==> config.mk <==
export PLATFORM = sky130hd
export DESIGN_NAME = cache_repl_ctrl
export DESIGN_NICKNAME = d
export VERILOG_FILES = /design/src/rtl/cache_pkg.sv /design/src/rtl/repl_victim_sel.sv /design/src/rtl/cache_repl_ctrl.sv
export SDC_FILE = /design/constraint.sdc
export NUM_CORES = 1
export LEC_CHECK = 0
export ABC_CLOCK_PERIOD_IN_PS = 4200
export BUFFER_PORTS_ARGS = -buffer_cell sky130_fd_sc_hd__buf_2
export CORE_MARGIN = 4
export CORE_UTILIZATION = 45
export CTS_CLUSTER_DIAMETER = 60
export DETAILED_ROUTE_END_ITERATION = 6
export PLACE_DENSITY = 0.57
export SETUP_SLACK_MARGIN = 0.15
export SYNTH_ARGS = -nofsm -noshare
export SYNTH_HDL_FRONTEND = slang
export SYNTH_SLANG_ARGS = --single-unit
==> constraint.sdc <==
create_clock -name clk -period 4.2 [get_ports clk]
set_clock_uncertainty 0.2 [all_clocks]
set_input_delay 0.21 -clock clk [delete_from_list [all_inputs] [get_ports clk]]
set_output_delay 0.21 -clock clk [all_outputs]
set_load 0.005 [all_outputs]
==> src/rtl/cache_pkg.sv <==
// Shared types for the cache replacement controller: way count, way index
// type, controller state encoding and a lowest-set-bit helper.
package cache_pkg;

    localparam int unsigned NWAYS = 4;

    typedef logic [1:0] way_t;

    typedef enum logic [2:0] {
        IDLE,
        LOOKUP,
        SELECT,
        WRITEBACK,
        REFILL,
        UPDATE
    } state_t;

    // Index of the lowest set bit; returns 0 when no bit is set.
    function automatic way_t first_one(input logic [NWAYS-1:0] v);
        way_t r;
        r = '0;
        for (int unsigned i = 0; i < NWAYS; i++) begin
            if (v[NWAYS-1-i]) begin
                r = way_t'(NWAYS-1-i);
            end
        end
        return r;
    endfunction

endpackage

==> src/rtl/repl_victim_sel.sv <==
// Combinational victim chooser for one 4-way set: prefers an invalid way,
// then a clean valid way, and falls back to the set's round-robin pointer.
module repl_victim_sel
    import cache_pkg::*;
(
    input  logic [NWAYS-1:0] valid,
    input  logic [NWAYS-1:0] dirty,
    input  way_t             rr,
    output way_t             way,
    output logic             need_wb
);

    // Priority select of the victim and whether it must be written back
    always_comb begin
        way = rr;
        if (!(&valid)) begin
            way = first_one(~valid);
        end else if (!(&dirty)) begin
            // every way is valid here, so ~dirty equals valid & ~dirty
            way = first_one(~dirty);
        end
        need_wb = valid[way] & dirty[way];
    end

endmodule

==> src/rtl/cache_repl_ctrl.sv <==
// 4-way set-associative cache replacement controller: lookup, victim
// selection, writeback and refill handshakes, tag/valid/dirty bookkeeping.
// Optional statistics counters (miss_cnt, wb_cnt) when CACHE_REPL_STATS_EN
// is defined.
module cache_repl_ctrl
    import cache_pkg::*;
#(
    parameter int unsigned SETS  = 16,
    parameter int unsigned TAG_W = 8
) (
    input  logic                     clk,
    input  logic                     rst_n,
    input  logic                     req_valid,
    output logic                     req_ready,
    input  logic [$clog2(SETS)-1:0]  req_set,
    input  logic [TAG_W-1:0]         req_tag,
    input  logic                     req_write,
    output logic                     resp_valid,
    output logic                     resp_hit,
    output way_t                     resp_way,
    output logic                     wb_valid,
    input  logic                     wb_ready,
    output logic [TAG_W-1:0]         wb_tag,
    output way_t                     wb_way,
    output logic                     fill_valid,
    input  logic                     fill_done,
    output way_t                     fill_way
`ifdef CACHE_REPL_STATS_EN
    ,
    output logic [15:0]              miss_cnt,
    output logic [15:0]              wb_cnt
`endif
);

    localparam int unsigned SET_W = $clog2(SETS);

    state_t               state;

    logic [NWAYS-1:0]     valid_q [SETS];
    logic [NWAYS-1:0]     dirty_q [SETS];
    way_t                 rr_q    [SETS];
    logic [TAG_W-1:0]     tag_q   [SETS][NWAYS];

    logic [SET_W-1:0]     set_q;
    logic [TAG_W-1:0]     tag_r;
    logic                 write_q;
    way_t                 victim_q;
    logic                 victim_rr_q;

    logic [NWAYS-1:0]     cur_valid;
    logic [NWAYS-1:0]     cur_dirty;
    way_t                 cur_rr;
    logic [NWAYS-1:0]     hit_vec;
    logic                 hit;
    way_t                 hit_way;
    way_t                 sel_way;
    logic                 sel_wb;
    logic                 sel_rr;

    // Tag compare of the latched request against the addressed set
    always_comb begin
        cur_valid = valid_q[set_q];
        cur_dirty = dirty_q[set_q];
        cur_rr    = rr_q[set_q];
        hit_vec   = '0;
        for (int unsigned i = 0; i < NWAYS; i++) begin
            hit_vec[i] = cur_valid[i] && (tag_q[set_q][i] == tag_r);
        end
        hit     = |hit_vec;
        hit_way = first_one(hit_vec);
        // the pointer only decides when no invalid or clean way exists
        sel_rr  = (&cur_valid) && (&cur_dirty);
    end

    repl_victim_sel u_victim_sel (
        .valid   (cur_valid),
        .dirty   (cur_dirty),
        .rr      (cur_rr),
        .way     (sel_way),
        .need_wb (sel_wb)
    );

    // Tag storage: written once per completed miss, never reset
    always_ff @(posedge clk) begin
        if (rst_n && state == UPDATE) begin
            tag_q[set_q][victim_q] <= tag_r;
        end
    end

    // Controller FSM with registered handshake/response outputs
    always_ff @(posedge clk) begin
        if (!rst_n) begin
            state       <= IDLE;
            req_ready   <= 1'b0;
            resp_valid  <= 1'b0;
            resp_hit    <= 1'b0;
            resp_way    <= '0;
            wb_valid    <= 1'b0;
            wb_tag      <= '0;
            wb_way      <= '0;
            fill_valid  <= 1'b0;
            fill_way    <= '0;
            set_q       <= '0;
            tag_r       <= '0;
            write_q     <= 1'b0;
            victim_q    <= '0;
            victim_rr_q <= 1'b0;
            for (int unsigned s = 0; s < SETS; s++) begin
                valid_q[s] <= '0;
                dirty_q[s] <= '0;
                rr_q[s]    <= '0;
            end
`ifdef CACHE_REPL_STATS_EN
            miss_cnt    <= '0;
            wb_cnt      <= '0;
`endif
        end else begin
            resp_valid <= 1'b0;
            case (state)
                IDLE: begin
                    if (req_valid && req_ready) begin
                        set_q     <= req_set;
                        tag_r     <= req_tag;
                        write_q   <= req_write;
                        req_ready <= 1'b0;
                        state     <= LOOKUP;
                    end else begin
                        req_ready <= 1'b1;
                    end
                end
                LOOKUP: begin
                    if (hit) begin
                        resp_valid                <= 1'b1;
                        resp_hit                  <= 1'b1;
                        resp_way                  <= hit_way;
                        dirty_q[set_q][hit_way]   <= cur_dirty[hit_way] | write_q;
                        req_ready                 <= 1'b1;
                        state                     <= IDLE;
                    end else begin
                        state <= SELECT;
                    end
                end
                SELECT: begin
                    victim_q    <= sel_way;
                    victim_rr_q <= sel_rr;
`ifdef CACHE_REPL_STATS_EN
                    if (miss_cnt != 16'hFFFF) begin
                        miss_cnt <= miss_cnt + 16'd1;
                    end
`endif
                    if (sel_wb) begin
                        wb_valid <= 1'b1;
                        wb_tag   <= tag_q[set_q][sel_way];
                        wb_way   <= sel_way;
                        state    <= WRITEBACK;
                    end else begin
                        fill_valid <= 1'b1;
                        fill_way   <= sel_way;
                        state      <= REFILL;
                    end
                end
                WRITEBACK: begin
                    // fill_done is not looked at here; refill starts afterwards
                    if (wb_ready) begin
                        wb_valid   <= 1'b0;
                        fill_valid <= 1'b1;
                        fill_way   <= victim_q;
                        state      <= REFILL;
`ifdef CACHE_REPL_STATS_EN
                        if (wb_cnt != 16'hFFFF) begin
                            wb_cnt <= wb_cnt + 16'd1;
                        end
`endif
                    end
                end
                REFILL: begin
                    if (fill_done) begin
                        fill_valid <= 1'b0;
                        resp_valid <= 1'b1;
                        resp_hit   <= 1'b0;
                        resp_way   <= victim_q;
                        state      <= UPDATE;
                    end
                end
                UPDATE: begin
                    valid_q[set_q][victim_q] <= 1'b1;
                    dirty_q[set_q][victim_q] <= write_q;
                    if (victim_rr_q) begin
                        rr_q[set_q] <= way_t'(cur_rr + 2'd1);
                    end
                    req_ready <= 1'b1;
                    state     <= IDLE;
                end
                default: begin
                    state <= IDLE;
                end
            endcase
        end
    end

endmodule

# ---- After elaboration in Yosys (flattened, before gate mapping)
# Memories as Yosys holds them, arrays and structs flattened. A register that Yosys moved wholly into a read port is not among the register bits.
# Index checks and enable logic that the tools add are counted.
dict set report word_totals {
  ff_bits 38
  ramBits 672
  in_bits 18
  out_inout_bits 19
  word_cells 171
  n_memories 4
}
dict set report op_classes {
  n_addsub 1
  magnitude_cmp 8
  eq_ne 15
  n_mux 89
  bitwise_logic 10
  reduce_logical 29
}
# memory depth width rd rd_ports_with_merged_regs write_ports line_no
set mem_list {}
lappend mem_list {tag_q 16 32 1 1 1 cache_repl_ctrl.sv:42} ;# logic [TAG_W-1:0] tag_q [SETS][NWAYS];
lappend mem_list {dirty_q 16 4 1 1 16 cache_repl_ctrl.sv:40} ;# logic [NWAYS-1:0] dirty_q [SETS];
lappend mem_list {valid_q 16 4 1 1 16 cache_repl_ctrl.sv:39} ;# logic [NWAYS-1:0] valid_q [SETS];
lappend mem_list {rr_q 16 2 1 1 16 cache_repl_ctrl.sv:41} ;# way_t rr_q [SETS];
# op n
set ops {}
lappend ops {{4-bit 2-to-1 mux} 17}
lappend ops {{2-bit 2-to-1 mux} 20}
lappend ops {{8-bit == test} 4}
lappend ops {{32-bit 2-to-1 mux} 1}
lappend ops {{1-bit 2-to-1 mux} 29}
lappend ops {{8-bit 2-to-1 mux} 3}
lappend ops {{8-bit binary-select mux with 2-bit select} 1}
lappend ops {{8-bit demux with 2-bit select} 1}
lappend ops {{3-bit case mux with 5 select lines} 1}
lappend ops {{3-bit 2-to-1 mux} 4}
lappend ops {{2-bit != test, second input constant} 6}
lappend ops {{3-bit AND reduction} 4}
lappend ops {{4-bit AND reduction} 3}
lappend ops {{4-bit OR reduction} 3}
lappend ops {{1-bit logical AND} 10}
lappend ops {{2-bit by 3-bit less-than comparator with 1-bit output, second input constant} 3}
lappend ops {{4-bit inverter} 2}
lappend ops {{2-bit case mux with 2 select lines} 2}
lappend ops {{1-bit binary-select mux with 2-bit select} 3}
lappend ops {{3-bit by 2-bit == test with 1-bit output, second input constant} 2}
lappend ops {{3-bit == test, second input constant} 2}
lappend ops {{3-bit greater-or-equal comparator, second input constant} 2}
lappend ops {{2-bit inverter with 3-bit output} 2}
lappend ops {{1-bit case mux with 2 select lines} 3}
lappend ops {{13 further kinds} 24}

# ---- Longest topological paths before layout
# Gate-level depths: netlist of the first run.
dict set report logic_depth {
  word_depth 14
  ltp_mapped 16
  mapped_depth_nobuf 9
}

# ---- Modules after synthesis
# From an unflattened synthesis of the first run, not the netlist that was laid out.
dict set report hier_totals {
  hier_cells 1869
  hier_area_um2 29995.0
}
# module n_inst cells_per_inst area_per_inst_um2 seq_area_each_um2
set modules_own_cells {}
lappend modules_own_cells {cache_repl_ctrl 1 1849 29873.7 20379.5}
lappend modules_own_cells {repl_victim_sel 1 20 121.4 0.0}

# ---- Worst setup path before layout of the first run
# OpenSTA, ideal clock, no wires.
dict set report synth_path {
  kind {reg-to-reg}
  from {reg tag_r[2]}
  to {mem dirty_q[15][1] (data pin)}
  setup_time_ns 0.176
  arrival_time_ns 3.513
  required_ns 3.824
  path_slack_ns 0.310
  path_stages_with_launch 10
  n_path_buf 2
  synth_period_minus_slack_ns 3.890
  path_cell_list {dfxtp_1 clkbuf_1 or4b_2 nand3_1 nand3_1 or4_1 o31ai_4 a211oi_4 buf_2 nor4_1}
}
# item line_no
set synth_lines {}
lappend synth_lines {{start, declared} cache_repl_ctrl.sv:45} ;# logic [TAG_W-1:0] tag_r;
lappend synth_lines {{start signal, assigned} cache_repl_ctrl.sv:123} ;# tag_r <= req_tag;
lappend synth_lines {{end, declared} cache_repl_ctrl.sv:40}

==> flow_summary.json, run 1 <==
{
  "synthAdderAreaFrac": 0,
  "dieArea_um2": 70900,
  "drt-initial-drc-count": 1829,
  "maxClockFrequency_mhz": 249,
  "synth_top_area_frac": 0.608,
  "worstPathArrival_ps": 4250,
  "nets": 2061,
  "static-leakage-power_nw": 12.6,
  "die_x_um": 266,
  "first_pass_iters": 5,
  "grt_pass1_vias": 17700,
  "rows": 94,
  "gp_congestion": 0.880,
  "antenna_found_initial": 0,
  "synth-compound-area-share": 0.0621,
  "post_layout_nonfiller_instances": 2971,
  "ys_warn_count": 0,
  "power.density_nw_per_um2": 497,
  "slowest_delay_ps": 500,
  "io-pin-count": 37,
  "worstPathRequired_ps": 4430,
  "ys_seq_area_frac": 0.679,
  "cts_sinks": 714,
  "tns_ps": 0,
  "cp.buffers_inverters": 3,
  "drcViolationCount": 0,
  "nFillCells": 5194,
  "cts_buffers": 77,
  "grt_pass1_wl_mm": 122,
  "cts_max_level": 3,
  "yosys.area_share.simple": 0.0641,
  "core_area_um2": 66000,
  "worstHoldStart": "req_tag[3]",
  "syn_avg_cell_area_um2": 16.5,
  "final_util": 0.545,
  "cts-root-buf": "clkbuf_16",
  "ys_async_sr_fraction": 0,
  "ant_nets": 0,
  "track_usage": 0.234,
  "crit_chain": "buf_4 > mux4_2 > mux2_2 > nand2b_1 > mux4_2 > nand3b_1 > or4_4 > o31ai_4 > a211oi_4 > buf_6 > clkbuf_16 > nor4_2",
  "clock_latency_ps": 620,
  "synth_edf_count": 608,
  "post_dp_cell_area_um2": 32300,
  "tightest_slew_ps": 1250,
  "viasPerCell": 6.02,
  "regArea_um2": 20400,
  "crit_family": "multiplexers",
  "cts_buffer_depth": 3,
  "layout-drive-gt1-share": 0.294,
  "synth-seq-cells": 714,
  "worst-setup-path-type": "reg -> reg",
  "start_util": 0.455,
  "worst-path-max-fanout": 16,
  "max_cap_viol_count": 0,
  "hold_violations": 0,
  "grt_overflow": 0,
  "period_needed_ps": 4010,
  "vdd_ir_drop_max_v": 0.000326,
  "syn-num-nets": 1835,
  "routedWlPerCell_um": 28.2,
  "netlist_instances": 1817,
  "timing.slew.headroom": 0.164,
  "syn_area_um2": 30000,
  "power.total_mw": 17.9,
  "yosys.area.top_type": "edfxtp_1",
  "rsz0062_at_grt": "true",
  "crit_top_cell": "mux4_2",
  "synthMuxAreaShare": 0.161,
  "crit_slowest_cell": "mux4_2",
  "cp-end-kind": "register",
  "cts_tree": "yes",
  "portBuffers": 36,
  "ff2ff_setup_slack_ps": 190,
  "ys_types": 76,
  "clk_pin_slew_ps": 60,
  "grt_max_degree": 78,
  "yosys-top-cells-area": "edfxtp_1 61%, mux4_2 11%, dfxtp_1 7.1%",
  "worstHoldPathType": "in -> reg",
  "die_y_um": 266,
  "synth-xor-area-share": 0.00729,
  "synth_ff_type": "edfxtp_1",
  "hpwl_mm": 52.4,
  "finalCritPeriodShare": 0.956,
  "wirelength_mm": 83.8,
  "status": "finished clean",
  "synth_top_family_by_area": "multiplexers",
  "area_growth_pct": 19.8,
  "place_inst": 2774,
  "vias": 17900,
  "final_area_um2": 36000,
  "multi_input_area_um2": 9190,
  "cp-start-kind": "register",
  "final-setup-viol-count": 0,
  "slew_viol_final": 0
}
[worst paths after layout]
check,endpoint,depth (start not counted)
min reg2reg,valid_q[12][3],1
max reg2reg,dirty_q[12][3],12
min,tag_r[3],4
max,dirty_q[12][3],12
[routing by layer]
metal,GRT usage,vias up,share of wire
met1,0.336,9352,0.43
met4,0.0665,0,0.025
met5,0,-,0
li1,-,7707,-
met2,0.373,700,0.47
met3,0.0431,136,0.066
[flip-flops by register name (all words and copies together) (netlist names), 3 cells and up, named ones only]
name	flops
rr_q	32
dirty_q	64
wb_tag	8
valid_q	64
tag_r	8
state	3
tag_q	512
set_q	4
[placed cells by master, fill, tap and decap left out, types with 25 or more instances in the layout]
cell type,instances
nor2_1,97
clkbuf_16,86
buf_2,35
nor3_1,70
a21o_1,65
a21oi_1,30
buf_4,191
mux2i_1,83
dfxtp_1,94
edfxtp_1,608
nand2_1,80
buf_12,25
mux4_2,142
o21ai_0,94
[power by group]
group,switching (mW),internal [mW]
clock network,2.77,4.17
logic,1.66,1.20
registers,0.174,7.90
[kinds of logic after synthesis]
| group | after synthesis |
|---|---|
| DFF | 714 |
| and+or+nand+nor | 384 |
| AOI/OAI and AO/OA | 274 |
| muxes | 268 |
| buffers and inverters | 152 |
| xor gates and xnor gates | 25 |
[cell usage after synthesis (29+ instances only)]
cell type / instances
dfxtp_1: 106
nor2_1: 97
nor3_1: 72
a21o_1: 65
nor4_1: 31
buf_2: 29
a21oi_1: 32
clkbuf_1: 69
o21ai_0: 95
edfxtp_1: 608
nand2_1: 81
mux2i_1: 89
mux4_2: 142
[repair_timing]
item,CTS,global route
setup endpoints to repair,138,110
hold buffers,22,0
pin swaps,0,5
buffers inserted,5,20
endpoints found under the hold margin,50,0
resized for setup,6,70
gates cloned,2,5
[through the flow]
step / hold slack (ps) / worst slack [ps]
finish: 204 / 186
global route: 204 / 76.6
CTS: 189 / 165
detailed placement: 234 / -210
global placement: 224 / -131
floorplan: 146 / 310
[area by class of cell]
cell class | count | area share
repair buffers | 285 | 0.0722
flip-flops and latches | 714 | 0.567
multi-input cells | 951 | 0.256
clock inverters | 28 | 0.00919
diodes | 1 | 0.0000696
clock buffers | 114 | 0.0637
inverters | 14 | 0.00167
well taps | 864 | 0.0301
[worst register-to-register path, delay by kind of cell, from the launching register on]
| family | cells | cell delay (ps) |
|---|---|---|
| AO/OA/AOI/OAI | 2 | 390 |
| buffers and inverters | 3 | 480 |
| flip-flops | 1 | 430 |
| multiplexers | 3 | 1280 |
| AND/OR/NAND/NOR | 4 | 1040 |
Power figures use the tool's default switching activity.
==> run 2: changes to the inputs <==
- MAX_ROUTING_LAYER: not set -> met4
==> run 2 against run 1 <==
  * Routed wire length is essentially flat
  * Clock power hardly changed
  * Cell area hardly changed
  * Worst setup slack improved by 2.6 ps
  * Register-to-register slack about the same
  * First-iteration DRC count decreased by 1.7%
  * Combinational power about the same
  * Largest power group unchanged
  * Global-route usage rose by 0.74 points
  * Core utilization about the same
  * Sequential share of layout area hardly changed
==> flow_summary.json, run 2 (synthesis gave the netlist of run 1 again) <==
{
  "largest_reg_flops": 512,
  "routedWlPerCell_um": 28.2,
  "max_cap_viol_count": 0,
  "place_inst": 2774,
  "area_growth_pct": 19.8,
  "drcViolationCount": 0,
  "final_common_cell": "edfxtp_1",
  "portBuffers": 36,
  "die_x_um": 266,
  "grt_pass1_vias": 17600,
  "first_pass_iters": 5,
  "top_register": "tag_q",
  "largest_registers": "tag_q x512, dirty_q x64, valid_q x64",
  "cts_max_level": 3,
  "rows": 94,
  "r2r_cells": 14,
  "power.density_nw_per_um2": 497,
  "r2r_end": "dirty_q[13][3]",
  "rsz0062_at_grt": "true",
  "worstPathRequired_ps": 4320,
  "cts_tree": "yes",
  "layout_common_cells": "608 x edfxtp_1, 193 x buf_4, 142 x mux4_2",
  "nets": 2062,
  "worstHoldPathType": "in -> reg",
  "maxClockFrequency_mhz": 249,
  "post_layout_nonfiller_instances": 2973,
  "final-setup-viol-count": 0,
  "cts_buffers": 77,
  "track_usage": 0.242,
  "slew_viol_final": 0,
  "static-leakage-power_nw": 12.6,
  "timing.slew.headroom": 0.167,
  "cp-end-kind": "register",
  "final.setup.worst_slack_ps": 188,
  "grt_max_degree": 78,
  "final_util": 0.545,
  "cts_buffer_depth": 3,
  "worstPathArrival_ps": 4130,
  "grt_overflow": 0,
  "layout-drive-gt1-share": 0.294,
  "endpoint": "dirty_q[13][3]",
  "wirelength_mm": 83.9,
  "die_y_um": 266,
  "hold_violations": 0,
  "ff2ff_setup_slack_ps": 190,
  "cts-root-buf": "clkbuf_16",
  "gp_congestion": 0.894,
  "viasPerCell": 6.00,
  "timing.hold.ws_ps": 205,
  "vias": 17800,
  "cts_sinks": 714,
  "worst-path-max-fanout": 19,
  "nFillCells": 5192,
  "dieArea_um2": 70900,
  "clk_pin_slew_ps": 60,
  "clock_latency_ps": 620,
  "dp_slack_ps": -210,
  "tightest_slew_ps": 1250,
  "cp-start-kind": "register",
  "finalCritPeriodShare": 0.955,
  "io-pin-count": 37,
  "hpwl_mm": 52.4,
  "period_needed_ps": 4010,
  "drt-initial-drc-count": 1798,
  "antenna_found_initial": 0,
  "ant_nets": 0,
  "status": "finished clean",
  "worst-setup-path-type": "reg -> reg",
  "power.total_mw": 17.9,
  "vdd_ir_drop_max_v": 0.000328,
  "core_area_um2": 66000,
  "grt_pass1_wl_mm": 122,
  "start_util": 0.455
}
-- run 2: cell count changes in the layout (fill, tap and decap cells not counted), sizes merged --
cell   before  now
buf       257  258
diode       1    2
-- run 2: cell type report --
type	count	area, um2	area share
diodes	2	5.00	0.000139
well taps	864	1080	0.0301
flip-flops and latches	714	20400	0.567
repair buffers	286	2590	0.0720
multi-input cells	951	9210	0.256
clock inverters	28	330	0.00918
clock buffers	114	2290	0.0637
inverters	14	60.1	0.00167
-- run 2: metrics by stage --
step	setup TNS [ps]	instance area, um2
after floorplan	0	30000
after global placement	-6930	32300
after detailed placement	-11730	32300
after CTS	0	35300
after global routing	0	36000
final	0	36000
-- run 2: timing repair --
item	4_1_cts	5_1_grt
pin swaps	0	5
cloned	2	5
hold buffers	22	0
setup endpoints to repair	138	111
buffers inserted	5	21
hold endpoints to repair	50	0
resized for setup	6	72
-- run 2: worst min-delay path by stage --
stage / end / slack [ps] / start / cells after the start
2_1_floorplan: write_q / 150 / req_write / 2
6_report: tag_r[3] / 200 / req_tag[3] / 4
4_1_cts: tag_r[5] / 190 / req_tag[5] / 4
3_5_place_dp: valid_q[12][3] / 230 / valid_q[12][3] / 1
5_1_grt: tag_r[3] / 200 / req_tag[3] / 4
3_3_place_gp: valid_q[5][3] / 220 / valid_q[5][3] / 1
-- run 2: routing by layer --
layer,routed length (um),global-route usage
met3,5310,0.0416
met5,0,-
met1,36800,0.338
met4,1880,0.0608
met2,39800,0.375
-- run 2: where the power goes --
group / switching, mW / total, mW / internal [mW]
Combinational: 1.66 / 2.86 / 1.20
Sequential: 0.175 / 8.07 / 7.90
Clock: 2.77 / 6.95 / 4.17
Total: 4.61 / 17.9 / 13.3
-- run 2: worst max-delay path: stages, from the launching register on --
cell and delay, ps:
dfxtp_4 400, buf_12 170, buf_12 170, nor2b_1 180
buf_4 170, a22o_1 220, a211oi_2 410, o211ai_1 230
a211oi_4 380, nand2_1 150, a311o_1 320, a211oi_4 220
buf_6 180, clkbuf_16 200, nor4_1 60
==> run 3: changes to the inputs <==
- BUFFER_PORTS_ARGS: -buffer_cell sky130_fd_sc_hd__buf_2 -> -buffer_cell sky130_fd_sc_hd__buf_4
- SYNTH_HIERARCHICAL: not set -> 1
==> run 3 against run 2 <==
  * Register-to-register slack got worse by 40 ps
  * Die area is 0.10% lower
  * Critical endpoint is now dirty_q[12][2]
  * Cell area is 0.63% higher
==> flow_summary.json, run 3 <==
{
  "status": "finished clean",
  "r2r_end": "dirty_q[12][2]",
  "grt_pass1_wl_mm": 126,
  "grt_overflow": 0,
  "timing.slew.headroom": 0.222,
  "die_x_um": 266,
  "maxClockFrequency_mhz": 247,
  "ant_nets": 0,
  "layout-drive-gt1-share": 0.313,
  "cts-root-buf": "clkbuf_16",
  "gp_congestion": 0.931,
  "drcViolationCount": 0,
  "worst-path-max-fanout": 8,
  "yosys.area_share.simple": 0.0609,
  "slew_viol_final": 0,
  "yosys-top-cells-count": "608 x edfxtp_1, 139 x mux4_2, 123 x nor2_1",
  "period_needed_ps": 4050,
  "regArea_um2": 20400,
  "die_y_um": 266,
  "worst-setup-path-type": "reg -> reg",
  "syn_area_um2": 30000,
  "wirelength_mm": 87.0,
  "timing.hold.ws_ps": 145,
  "yosys-top-cells-area": "edfxtp_1 61%, mux4_2 10%, dfxtp_1 7.1%",
  "tightest_slew_ps": 1170,
  "io-pin-count": 37,
  "ys_async_sr_fraction": 0,
  "vias": 18600,
  "hold_violations": 0,
  "synth.most_common_cell": "edfxtp_1",
  "viasPerCell": 6.01,
  "nets": 2175,
  "synth_edf_count": 608,
  "worstHoldPathType": "in -> reg",
  "power.density_nw_per_um2": 452,
  "multi_input_area_um2": 8990,
  "first_pass_iters": 5,
  "yosys.area.top_type": "edfxtp_1",
  "rsz0062_at_grt": "true",
  "synth_ff_type": "edfxtp_1",
  "r2r_cells": 13,
  "cp-end-kind": "register",
  "top_register": "tag_q",
  "worstPathArrival_ps": 4210,
  "post_dp_cell_area_um2": 32900,
  "finalCritPeriodShare": 0.965,
  "grt_pass1_vias": 18200,
  "final-setup-viol-count": 0,
  "start_util": 0.455,
  "cts_max_level": 3,
  "max_cap_viol_count": 0,
  "core_area_um2": 65900,
  "grt_max_degree": 108,
  "ys_types": 84,
  "synth_top_area_frac": 0.609,
  "layout_common_cells": "608 x edfxtp_1, 297 x buf_4, 140 x mux4_2",
  "tns_ps": 0,
  "hpwl_mm": 58.2,
  "portBuffers": 36,
  "synthAdderAreaFrac": 0,
  "netlist_instances": 1869,
  "largest_registers": "tag_q x512, dirty_q x64, valid_q x64",
  "final_area_um2": 36200,
  "cts_buffer_depth": 3,
  "synth-seq-cells": 714,
  "dp_slack_ps": -251,
  "synth-compound-area-share": 0.0864,
  "ys_seq_area_frac": 0.679,
  "clock_latency_ps": 620,
  "drt-initial-drc-count": 1998,
  "ff2ff_setup_slack_ps": 150,
  "nFillCells": 5290,
  "largest_reg_flops": 512,
  "cp-start-kind": "register",
  "track_usage": 0.252,
  "rows": 94,
  "area_growth_pct": 20.7,
  "synth_top_family_by_area": "multiplexers",
  "syn_avg_cell_area_um2": 16.0,
  "synth-xor-area-share": 0.00667,
  "final_common_cell": "edfxtp_1",
  "routedWlPerCell_um": 28.2,
  "holdPathStages": 3,
  "synthMuxAreaShare": 0.138,
  "final.setup.worst_slack_ps": 147,
  "worstPathRequired_ps": 4360,
  "antenna_found_initial": 0,
  "cts_tree": "yes",
  "clk_pin_slew_ps": 60,
  "syn-num-nets": 1887,
  "endpoint": "dirty_q[12][2]",
  "cts_buffers": 78,
  "dieArea_um2": 70800,
  "vdd_ir_drop_max_v": 0.000459,
  "static-leakage-power_nw": 12.8,
  "cts_sinks": 714,
  "ys_warn_count": 6
}
==> run 3: cell types whose count changed after synthesis, sizes merged, moves of 7 or more <==
cell / change
nor4: -29
nor3: -28
nor2: +26
a22oi: +24
a21boi: +22
mux4: -22
a21oi: +18
nand2: +18
mux2: -12
a221oi: +9
nor2b: +9
nand3: +7
==> run 3: per-stage QoR <==
| stage | instances | utilization | power, mW |
|---|---|---|---|
| 2_1_floorplan | 1869 | - | 8.87 |
| 3_3_place_gp | 2905 | 0.500 | 9.50 |
| 3_5_place_dp | 2905 | 0.500 | 9.52 |
| 4_1_cts | 3075 | 0.545 | 16.4 |
| 5_1_grt | 3085 | 0.550 | 16.9 |
| 6_report | 3086 | 0.550 | 16.4 |
==> run 3: final cells by class <==
class | instances | share of cell area
tap | 864 | 0.0299
timing repair buffer | 348 | 0.0838
antenna | 1 | 0.0000691
multi-input combinational | 1001 | 0.248
clock inverter | 36 | 0.00843
inverter | 14 | 0.00162
clock buffer | 108 | 0.0642
sequential | 714 | 0.564
==> run 3: timing repair <==
action / CTS / global route
pin swaps: 1 / 29
endpoints found under the setup margin: 138 / 142
setup buffers: 10 / 8
hold buffers: 16 / 0
gates cloned: 0 / 2
resized for setup: 7 / 78
endpoints found under the hold margin: 28 / 0
==> run 3: critical path: stages (launching register included) <==
cell and delay (ps):
dfxtp_4 410, buf_4 140, buf_12 110, mux4_2 500, a22oi_2 210, nand2_2 110, xnor2_2 150, or4_4 560
or4_4 580, a21boi_4 160, a21boi_4 160, o21ai_4 240, clkbuf_16 210, a21oi_2 50
==> run 3: worst min-delay path by stage <==
stage               slack [ps]              to            from
detailed placement         230   valid_q[5][1]   valid_q[5][1]
CTS                        120       wb_tag[3]           rst_n
floorplan                  150        tag_r[0]      req_tag[0]
global route               170       wb_tag[3]           rst_n
finish                     140       wb_tag[3]           rst_n
global placement           230  valid_q[12][3]  valid_q[12][3]
==> run 3: cells by family after synthesis <==
family	Yosys count
muxes	236
DFF	714
xor gates and xnor gates	22
AOI/OAI and AO/OA	361
buffers and inverters	154
and+or+nand+nor	382
==> run 3: power by group <==
group,switching [mW],internal [mW]
clock network,2.77,4.13
registers,0.0776,7.77
logic,0.929,0.676
==> run 3: routing by layer <==
| metal | vias to the layer above | routed length, um | GRT usage |
|---|---|---|---|
| met5 | - | 0 | - |
| met4 | 0 | 2350 | 0.0724 |
| met3 | 147 | 6460 | 0.0415 |
| met2 | 750 | 41700 | 0.391 |
| met1 | 9693 | 36500 | 0.348 |
| li1 | 7961 | - | - |
